File: src/rtl/ram_burst_reader_pkg.sv
// Shared defaults, FSM encoding and buffer sizing for the RAM burst reader.
package ram_burst_pkg;

    localparam int DEF_DATA_W = 8;
    localparam int DEF_ADDR_W = 6;

    // Output buffer depth; the count port needs one extra code for "full".
    localparam int FIFO_DEPTH = 2;
    localparam int FIFO_CNT_W = 2;

    typedef enum logic [1:0] {
        ST_IDLE  = 2'd0,
        ST_RUN   = 2'd1,
        ST_DRAIN = 2'd2
    } state_t;

endpackage

File: src/rtl/ram_burst_reader_if.sv
// Bundle of burst request, RAM read port and output stream signals.
// Stream handshake: a beat transfers on a rising edge where dout_valid and
// dout_ready are both 1; while dout_valid=1 and dout_ready=0, dout holds.
interface ram_burst_reader_if #(
    parameter int DATA_W = ram_burst_pkg::DEF_DATA_W,
    parameter int ADDR_W = ram_burst_pkg::DEF_ADDR_W
);
    import ram_burst_pkg::*;

    logic              start;
    logic [ADDR_W-1:0] base_addr;
    logic [ADDR_W:0]   len;
    logic [ADDR_W-1:0] read_addr;
    logic [DATA_W-1:0] q;
    logic [DATA_W-1:0] dout;
    logic              dout_valid;
    logic              dout_ready;
    logic              busy;
    logic              done;
    state_t            dbg_state;

    modport master (
        input  start, base_addr, len, q, dout_ready,
        output read_addr, dout, dout_valid, busy, done, dbg_state
    );

    modport slave (
        output start, base_addr, len, q, dout_ready,
        input  read_addr, dout, dout_valid, busy, done, dbg_state
    );

endinterface

File: src/rtl/ram_burst_reader_skid_fifo2.sv
// Two-entry FIFO holding RAM words until the stream consumer accepts them.
module skid_fifo2
    import ram_burst_pkg::*;
#(
    parameter int W = DEF_DATA_W
) (
    input  logic                  clk,
    input  logic                  rst,
    input  logic                  push,
    input  logic [W-1:0]          din,
    input  logic                  pop,
    output logic [W-1:0]          dout,
    output logic                  full,
    output logic                  empty,
    output logic [FIFO_CNT_W-1:0] count
);

    logic [W-1:0] mem [FIFO_DEPTH];
    logic         wr_ptr;
    logic         rd_ptr;
    logic         push_ok;
    logic         pop_ok;

    assign full    = (count == FIFO_CNT_W'(FIFO_DEPTH));
    assign empty   = (count == '0);
    assign push_ok = push && !full;
    assign pop_ok  = pop && !empty;
    assign dout    = mem[rd_ptr];

    always_ff @(posedge clk) begin
        if (rst) begin
            wr_ptr <= 1'b0;
            rd_ptr <= 1'b0;
            count  <= '0;
            for (int i = 0; i < FIFO_DEPTH; i++) mem[i] <= '0;
        end else begin
            if (push_ok) begin
                mem[wr_ptr] <= din;
                wr_ptr      <= ~wr_ptr;
            end
            if (pop_ok) rd_ptr <= ~rd_ptr;
            count <= count + {1'b0, push_ok} - {1'b0, pop_ok};
        end
    end

endmodule

File: src/rtl/ram_burst_reader.sv
// Reads a burst of consecutive words from a registered-output RAM and streams
// them out through a 2-entry buffer with valid/ready flow control.
module ram_burst_reader
    import ram_burst_pkg::*;
#(
    parameter int DATA_W = DEF_DATA_W,
    parameter int ADDR_W = DEF_ADDR_W
) (
    input  logic              clk,
    input  logic              rst,
    ram_burst_reader_if.master bus
);

    state_t              state, state_nxt;
    logic [ADDR_W-1:0]   addr_r;
    logic [ADDR_W:0]     len_r;
    logic [ADDR_W:0]     issued_cnt;
    logic [ADDR_W:0]     beat_cnt;
    logic                inflight_r;
    logic                burst_done_r;
    logic                zero_done_r;
    logic                accept;
    logic                issue;
    logic                pop;
    logic [2:0]          outstanding;
    logic [DATA_W-1:0]   fifo_dout;
    logic                fifo_full;
    logic                fifo_empty;
    logic [FIFO_CNT_W-1:0] fifo_count;

    // The done cycle of a real burst still counts as busy, so start is refused there.
    assign accept = (state == ST_IDLE) && bus.start && !burst_done_r;
    assign pop    = !fifo_empty && bus.dout_ready;

    // Words owed to the consumer once this cycle's pop (if any) is taken.
    assign outstanding = {2'b00, inflight_r} + {1'b0, fifo_count} - {2'b00, pop};

    always_comb begin
        state_nxt = state;
        issue     = 1'b0;
        case (state)
            ST_IDLE: begin
                if (accept && (bus.len != '0)) state_nxt = ST_RUN;
            end
            ST_RUN: begin
                issue = (outstanding < 3'd2) && !(fifo_full && !pop);
                if (issue && (issued_cnt + (ADDR_W+1)'(1) == len_r)) state_nxt = ST_DRAIN;
            end
            ST_DRAIN: begin
                if (pop && (beat_cnt + (ADDR_W+1)'(1) == len_r)) state_nxt = ST_IDLE;
            end
            default: state_nxt = ST_IDLE;
        endcase
    end

    always_ff @(posedge clk) begin
        if (rst) begin
            state        <= ST_IDLE;
            addr_r       <= '0;
            len_r        <= '0;
            issued_cnt   <= '0;
            beat_cnt     <= '0;
            inflight_r   <= 1'b0;
            burst_done_r <= 1'b0;
            zero_done_r  <= 1'b0;
        end else begin
            state        <= state_nxt;
            inflight_r   <= issue;
            burst_done_r <= (state == ST_DRAIN) && (state_nxt == ST_IDLE);
            zero_done_r  <= accept && (bus.len == '0);
            if (accept) begin
                addr_r     <= bus.base_addr;
                len_r      <= bus.len;
                issued_cnt <= '0;
                beat_cnt   <= '0;
            end else begin
                if (issue) begin
                    addr_r     <= addr_r + ADDR_W'(1);
                    issued_cnt <= issued_cnt + (ADDR_W+1)'(1);
                end
                if (pop) beat_cnt <= beat_cnt + (ADDR_W+1)'(1);
            end
        end
    end

    // A read issued last cycle lands on q now; reset clears the flag so stale data is dropped.
    skid_fifo2 #(.W(DATA_W)) u_fifo (
        .clk   (clk),
        .rst   (rst),
        .push  (inflight_r),
        .din   (bus.q),
        .pop   (pop),
        .dout  (fifo_dout),
        .full  (fifo_full),
        .empty (fifo_empty),
        .count (fifo_count)
    );

    assign bus.read_addr  = addr_r;
    assign bus.dout       = fifo_dout;
    assign bus.dout_valid = !fifo_empty;
    assign bus.busy       = (state != ST_IDLE) || burst_done_r;
    assign bus.done       = burst_done_r || zero_done_r;
    assign bus.dbg_state  = state;

endmodule

File: src/flat_wrapper.sv
// flat-port wrapper written by rule: the top's interface ports become plain ports
module ram_burst_reader_flat import ram_burst_pkg::*;
#(
    parameter int DATA_W = DEF_DATA_W,
    parameter int ADDR_W = DEF_ADDR_W
)
  (clk, rst, bus_start, bus_base_addr, bus_len, bus_q, bus_dout_ready, bus_read_addr, bus_dout, bus_dout_valid, bus_busy, bus_done, bus_dbg_state);
  ram_burst_reader_if #(.DATA_W(DATA_W), .ADDR_W(ADDR_W)) bus_i ();
  input  logic clk;
  input  logic rst;
  input wire logic [$bits(bus_i.start)-1:0] bus_start;
  input wire logic [$bits(bus_i.base_addr)-1:0] bus_base_addr;
  input wire logic [$bits(bus_i.len)-1:0] bus_len;
  input wire logic [$bits(bus_i.q)-1:0] bus_q;
  input wire logic [$bits(bus_i.dout_ready)-1:0] bus_dout_ready;
  output wire logic [$bits(bus_i.read_addr)-1:0] bus_read_addr;
  output wire logic [$bits(bus_i.dout)-1:0] bus_dout;
  output wire logic [$bits(bus_i.dout_valid)-1:0] bus_dout_valid;
  output wire logic [$bits(bus_i.busy)-1:0] bus_busy;
  output wire logic [$bits(bus_i.done)-1:0] bus_done;
  output wire logic [$bits(bus_i.dbg_state)-1:0] bus_dbg_state;
  assign bus_i.start = bus_start;
  assign bus_i.base_addr = bus_base_addr;
  assign bus_i.len = bus_len;
  assign bus_i.q = bus_q;
  assign bus_i.dout_ready = bus_dout_ready;
  assign bus_read_addr = bus_i.read_addr;
  assign bus_dout = bus_i.dout;
  assign bus_dout_valid = bus_i.dout_valid;
  assign bus_busy = bus_i.busy;
  assign bus_done = bus_i.done;
  assign bus_dbg_state = bus_i.dbg_state;
  ram_burst_reader #(.DATA_W(DATA_W), .ADDR_W(ADDR_W)) u_core (.clk(clk), .rst(rst), .bus(bus_i));
endmodule
File: config.mk
export PLATFORM = sky130hd
export DESIGN_NAME = ram_burst_reader_flat
export DESIGN_NICKNAME = d
export VERILOG_FILES = /design/src/rtl/ram_burst_reader_pkg.sv /design/src/rtl/ram_burst_reader_if.sv /design/src/rtl/ram_burst_reader_skid_fifo2.sv /design/src/rtl/ram_burst_reader.sv /design/src/flat_wrapper.sv
export SDC_FILE = /design/constraint.sdc
export NUM_CORES = 1
export LEC_CHECK = 0
export CAP_MARGIN = 30
export CORE_MARGIN = 3
export CORE_UTILIZATION = 32
export CTS_BUF_LIST = sky130_fd_sc_hd__clkbuf_4 sky130_fd_sc_hd__clkbuf_8
export DETAILED_ROUTE_END_ITERATION = 10
export GPL_ROUTABILITY_DRIVEN = 0
export HOLD_SLACK_MARGIN = 0.02
export SLEW_MARGIN = 20
export SYNTH_ARGS = -nofsm -noshare
export SYNTH_HDL_FRONTEND = slang
export SYNTH_SLANG_ARGS = --single-unit
export TNS_END_PERCENT = 1
File: constraint.sdc
create_clock -name clk -period 4.1 [get_ports clk]
set_input_delay 0.82 -clock clk [delete_from_list [all_inputs] [get_ports clk]]
set_output_delay 0.82 -clock clk [all_outputs]
set_load 0.01 [all_outputs]
---- Yosys cells after proc, flatten, opt, wreduce, memory -nomap -nowiden ----
Memory sizes are Yosys's and may differ from the RTL's. A register that Yosys moved wholly into a read port is not among the register bits.
Index checks and enable logic that the tools add are counted.
storage, ports and cells
  memories kept ........................... 1
  register bits ........................... 36
  word-level logic and storage cells ...... 72
  memory bits (writable) .................. 16
  input port bits ......................... 25
  output and inout port bits .............. 19
operators by class
  multiplexer cells ....................... 17
  bitwise gates (word level) .............. 2
  magnitude comparators ................... 1
  $add $sub $neg .......................... 7
  eq/ne operators ......................... 5
  reductions and logical operators ........ 28
memory list
  memory             depth  width  rd ports  clocked after Yosys merged registers in  write ports  RTL line                           source
  u_core.u_fifo.mem  2      8      1         1                                        2            ram_burst_reader_skid_fifo2.sv:18  logic [W-1:0] mem [FIFO_DEPTH];
operators with widths
  operator             count
  $add 7x1->7 const B  2
  $eq 7x7->1           2
  $logic_and 1x1->1    12
  $mux 6               2
  $mux 1               10
  $mux 8               1
  $reduce_or 8->1      1
  $logic_not 7->1      1
  $reduce_bool 7->1    1
  $add 6x1->6 const B  1
  $logic_not 2->1      3
  $mux 2               3
  $pmux 2 s3           1
  $logic_not 1->1      5
  $eq 2x2->1 const B   2
  $reduce_bool 2->1    2
  $add 1x2->3          1
  $lt 3x2->1 const B   1
  $sub 3x1->3          1
  $add 2x1->2          1
  $eq 2x1->1 const B   1
  $logic_or 1x1->1     2
  $not 1->1            2
  $reduce_or 2->1      1
  $sub 2x1->2          1

---- Longest topological paths before layout ----
  depth after elaboration ................. 12
  gate-level depth with buffers ........... 11
  gate-level depth less buffers ........... 10

---- Cells and area by module ----
From an unflattened synthesis, not the netlist that was laid out.
unflattened totals
  cells, all modules ...................... 300
  area total of the unflattened synthesis .. 2,761.4 sq um
modules (own cells, without submodules)
  module            instances  area an instance (sq um)  cells an instance
  ram_burst_reader  1          1,821.7                   221
  skid_fifo2        1          939.7                     79

---- Worst setup path before layout ----
No wires, ideal clock.
  kind .................................... input to register
  start point ............................. input port bus_dout_ready
  end point ............................... register u_core.addr_r[5], in the netlist u_core.bus.read_addr[5]
  buffers on the path ..................... 1
  arrival time ............................ 3,093 ps
  cell stages on the path ................. 11
  setup time .............................. 86 ps
  setup slack ............................. 922 ps
  cell sequence ........................... o21ai_1 > inv_1 > ha_1 > nor2b_1 > fa_1 > o21bai_1 > o21ai_1 > clkbuf_1 > nand4_1 > xor2_1 > a211oi_1
on the way
  longest elaborated chain between the ends .. 7
ends and longest elaborated chain
  what                                                 RTL line                source
  start: declaration                                   flat_wrapper.sv:15      input wire logic [$bits(bus_i.dout_ready)-1:0] bus_dout_ready;
  $logic_and 1x1->1 *                                  ram_burst_reader.sv:33  assign pop = !fifo_empty && bus.dout_ready;
  via u_core.pop                                       ram_burst_reader.sv:24  logic pop;
  branches (longest 3 deep; another with $sub 3x1->3)  --
  $logic_and 1x1->1 *                                  ram_burst_reader.sv:46  issue = (outstanding < 3'd2) && !(fifo_full && !pop);
  $mux 1 *                                             ram_burst_reader.sv:41  case (state)
  $reduce_bool 2->1 (no source line) *                 --
  end signal: assignment                               ram_burst_reader.sv:72  addr_r <= bus.base_addr;
  end signal: assignment                               ram_burst_reader.sv:78  addr_r <= addr_r + ADDR_W'(1);
  end: declaration                                     ram_burst_reader.sv:15  logic [ADDR_W-1:0] addr_r;
Mark *: on every way through the listed nets, which the timed path passes.
A chain may end at the register's enable or synchronous reset.

---- Worst setup path in the final report ----
  start point ............................. input port bus_dout_ready
  end point ............................... register u_core.addr_r[0], in the netlist u_core.bus.read_addr[0]
The elaborated chain is that of the path after synthesis.

==> summary.txt <==
Status -> finished clean
Share of cells above drive strength 1 -> 0.0898
Largest net degree at the start of global routing -> 22
Clk slew on worst S/H paths -> 0.10 ns
First-pass GRT wire length -> 9690 um
Simple-Gate Fraction of Synth Area -> 0.238
Clock Skew -> 0.00369 ns
Worst Path Max Fanout -> 13
Fmax achieved -> 296 MHz
Vias in the first global route -> 1954
CTS tree -> done
Worst path bufs/invs -> 3
Post-Syn Area -> 0.00267 sq mm
Mapped Cells -> 281
LEAKAGE -> 1.18 nW
CP top delay family -> buffers and inverters
Synth unique cells -> 47
Synth Area in Compound Gates -> 0.0815
Critical path arrival -> 3.61 ns
Iteration-0 DRC Markers -> 61
Die Span Y -> 97.3 um
Synthesis Warnings -> 0
Post-synth top area cell -> dfxtp_1
Crit-path cells -> clkdlybuf4s50_1 -> o21ai_1 -> inv_1 -> ha_1 -> nor2b_1 -> fa_1 -> o21bai_1 -> o21ai_1 -> buf_4 -> nand2_1 -> xor2_1 -> a211oi_1
Pre-antenna DRT Iters -> 4
Yosys reg bits -> 53
Relative slew margins -> 0.458
Maxcap violations -> 0
Pwr per Cell Area -> 428 mW/mm^2
H-Tree Depth -> 2
Core Region -> 0.00793 sq mm
Worst setup SP type -> input pin
Worst stage delay on the critical path -> 0.45 ns
Top-area cell type share of the netlist area -> 0.277
RSZ-0062 raised after global routing -> no
Resize count post-CTS -> 0
Root cell of the clock tree -> clkbuf_8
Sequential-to-total area share from yosys stat -> 0.457
Slack of the critical path -> 0.718 ns
Top FF cell, synth -> dfxtp_1
Area grow syn2layout -> 23.7%
Post-synthesis mux area share -> 0.0375
Avg Inst Size Synth -> 9.50 sq um
Die Width -> 97.3 um
I/O Buffers -> 43
Endpoint type of the worst setup path -> register
Most frequent CP cell -> o21ai_1
Vias -> 2056
Largest family of logic cells by synthesized area -> simple AND/OR/NAND/NOR gates
Placement Setup Slack -> 0.387 ns
DP HPWL -> 4140 um
Cell with the most instances after synthesis -> dfxtp_1
Layout net count -> 354
Wire per inst -> 13.2 um
Ports -> 44
Worst-case clock buffer depth -> 2
Drt via density -> 4.84
Smallest hold slack -> 0.489 ns
Initial antenna violation count -> 0
Ant. Diodes -> 0
Finish-stage setup viols -> 0
Fin. Hold Viols -> 0
DRC Markers -> 0
Final setup TNS -> 0 ns
Worst setup path class -> in2reg
Worst Max-Slew Pin Slew -> 0.793 ns
Adder-Cell Fraction of Synth Area -> 0.0356
Syn_nets -> 313
Antenna Nets Post-Route -> 0
WP data required -> 4.33 ns
Worst min path class -> reg2reg
Post-route minimum period -> 3.38 ns
CTS Hold Bufs -> 0
GRT Residual Overflow -> 0
Die ar. -> 0.00948 sq mm
Most common library cells after synthesis -> dfxtp_1, nor2_1, nand2_1
Maximum VDD drop -> 209 uV
Slowest CP cell -> clkdlybuf4s50_1
Max Slew Vio Count -> 0
Clk_lat worst skew -> 0.30 ns
Xor and xnor area share after synthesis -> 0.118
FP Rows -> 32
Num CTS Buffers -> 5
Total GRT Usage -> 0.124
Number of synthesized flops with an enable pin -> 16
Postcts setup bufs -> 0
Post-Route WL -> 5600 um
Starting Density -> 0.337
Synth area leaders -> dfxtp_1, edfxtp_1, xnor2_1
Ys async rst share -> 0
Share of the clock period used by the worst path -> 0.825
Num Clock Sinks -> 53
==> metrics by stage <==
| stage | instances | power [mW] | util | instance area (sq um) |
|---|---|---|---|---|
| 2_1_floorplan | 281 | 0.933 | - | 2670 |
| 3_3_place_gp | 417 | 1.11 | 0.405 | 3210 |
| 3_5_place_dp | 417 | 1.12 | 0.405 | 3210 |
| 4_1_cts | 425 | 1.43 | 0.417 | 3300 |
| 5_1_grt | 425 | 1.51 | 0.417 | 3300 |
| 6_report | 425 | 1.41 | 0.417 | 3300 |
==> state kept, by name (all words and copies together) (netlist names), named ones only <==
name,count
u_core.len_r,7
u_core.burst_done_r,1
u_core.bus.read_addr,6
u_core.bus.dbg_state,2
u_core.zero_done_r,1
u_core.u_fifo.rd_ptr,1
u_core.issued_cnt,7
u_core.beat_cnt,7
u_core.u_fifo.wr_ptr,1
u_core.u_fifo.count,2
u_core.u_fifo.mem,16
u_core.inflight_r,1
==> path summary, 6_finish.rpt <==
check | slack, ns | start | endpoint | cells after the start
min | 0.49 | u_core.issued_cnt[1]$_SDFFE_PP0P_ | u_core.issued_cnt[1]$_SDFFE_PP0P_ | 2
min reg2reg | 0.49 | u_core.issued_cnt[1]$_SDFFE_PP0P_ | u_core.issued_cnt[1]$_SDFFE_PP0P_ | 2
max | 0.72 | bus_dout_ready | u_core.bus.read_addr[0]$_SDFFE_PP0P_ | 12
max reg2reg | 1.17 | u_core.u_fifo.count[0]$_SDFF_PP0_ | u_core.bus.read_addr[0]$_SDFFE_PP0P_ | 11
==> routing by layer <==
| layer | routed length (um) | vias up | share of wire | track usage |
|---|---|---|---|---|
| met5 | 0 | - | 0 | 0 |
| li1 | - | 1048 | - | - |
| met1 | 2730 | 959 | 0.49 | 0.171 |
| met3 | 306 | 4 | 0.055 | 0.0302 |
| met2 | 2520 | 45 | 0.45 | 0.195 |
| met4 | 34 | 0 | 0.0061 | 0.0288 |
==> cell families (layout without fill, tap and decap cells) <==
logic type / Yosys count / count (layout)
buffers and inverters: 21 / 63
adder cells (fa/ha/maj): 7 / 7
flip-flops: 53 / 53
AO/OA/AOI/OAI: 33 / 33
AND/OR/NAND/NOR: 122 / 122
multiplexers: 9 / 9
XOR/XNOR: 36 / 36
==> worst register-to-register path, delay by kind of cell (launching register included) <==
family | cells | cell delay [ns]
compound gates | 4 | 0.95
fa+ha+maj | 2 | 0.73
buf+inv | 2 | 0.39
flops | 1 | 0.38
simple gates | 2 | 0.21
xor+xnor | 1 | 0.17
==> report_power, final <==
part	switching [mW]	leakage, nW	internal, mW
combinational	0.223	0.674	0.230
clock	0.182	0.0423	0.124
sequential	0.0564	0.468	0.596
total	0.462	1.18	0.950
==> cells in the final DEF (no fill, tap or decap), types with 6 or more instances in the layout <==
cell,synthesis,final
xnor2_1,18,18
dfxtp_1,37,37
nand3_1,12,12
a211oi_1,6,6
clkdlybuf4s50_1,0,43
xor2_1,18,18
a21oi_1,11,11
ha_1,6,6
edfxtp_1,16,16
nor3_1,6,6
mux2_2,8,8
and2_1,20,20
nor2_1,28,28
nand2_1,25,25
==> cell type report <==
| type | count | area (sq um) |
|---|---|---|
| fill | 796 | 4630 |
| timing repair buffer | 48 | 468 |
| clock buffer | 5 | 68.8 |
| multi-input combinational | 207 | 1360 |
| tap | 102 | 128 |
| clock inverter | 3 | 26.3 |
| inverter | 7 | 26.3 |
| sequential | 53 | 1220 |
No activity file was read; power rests on OpenSTA's default activity.
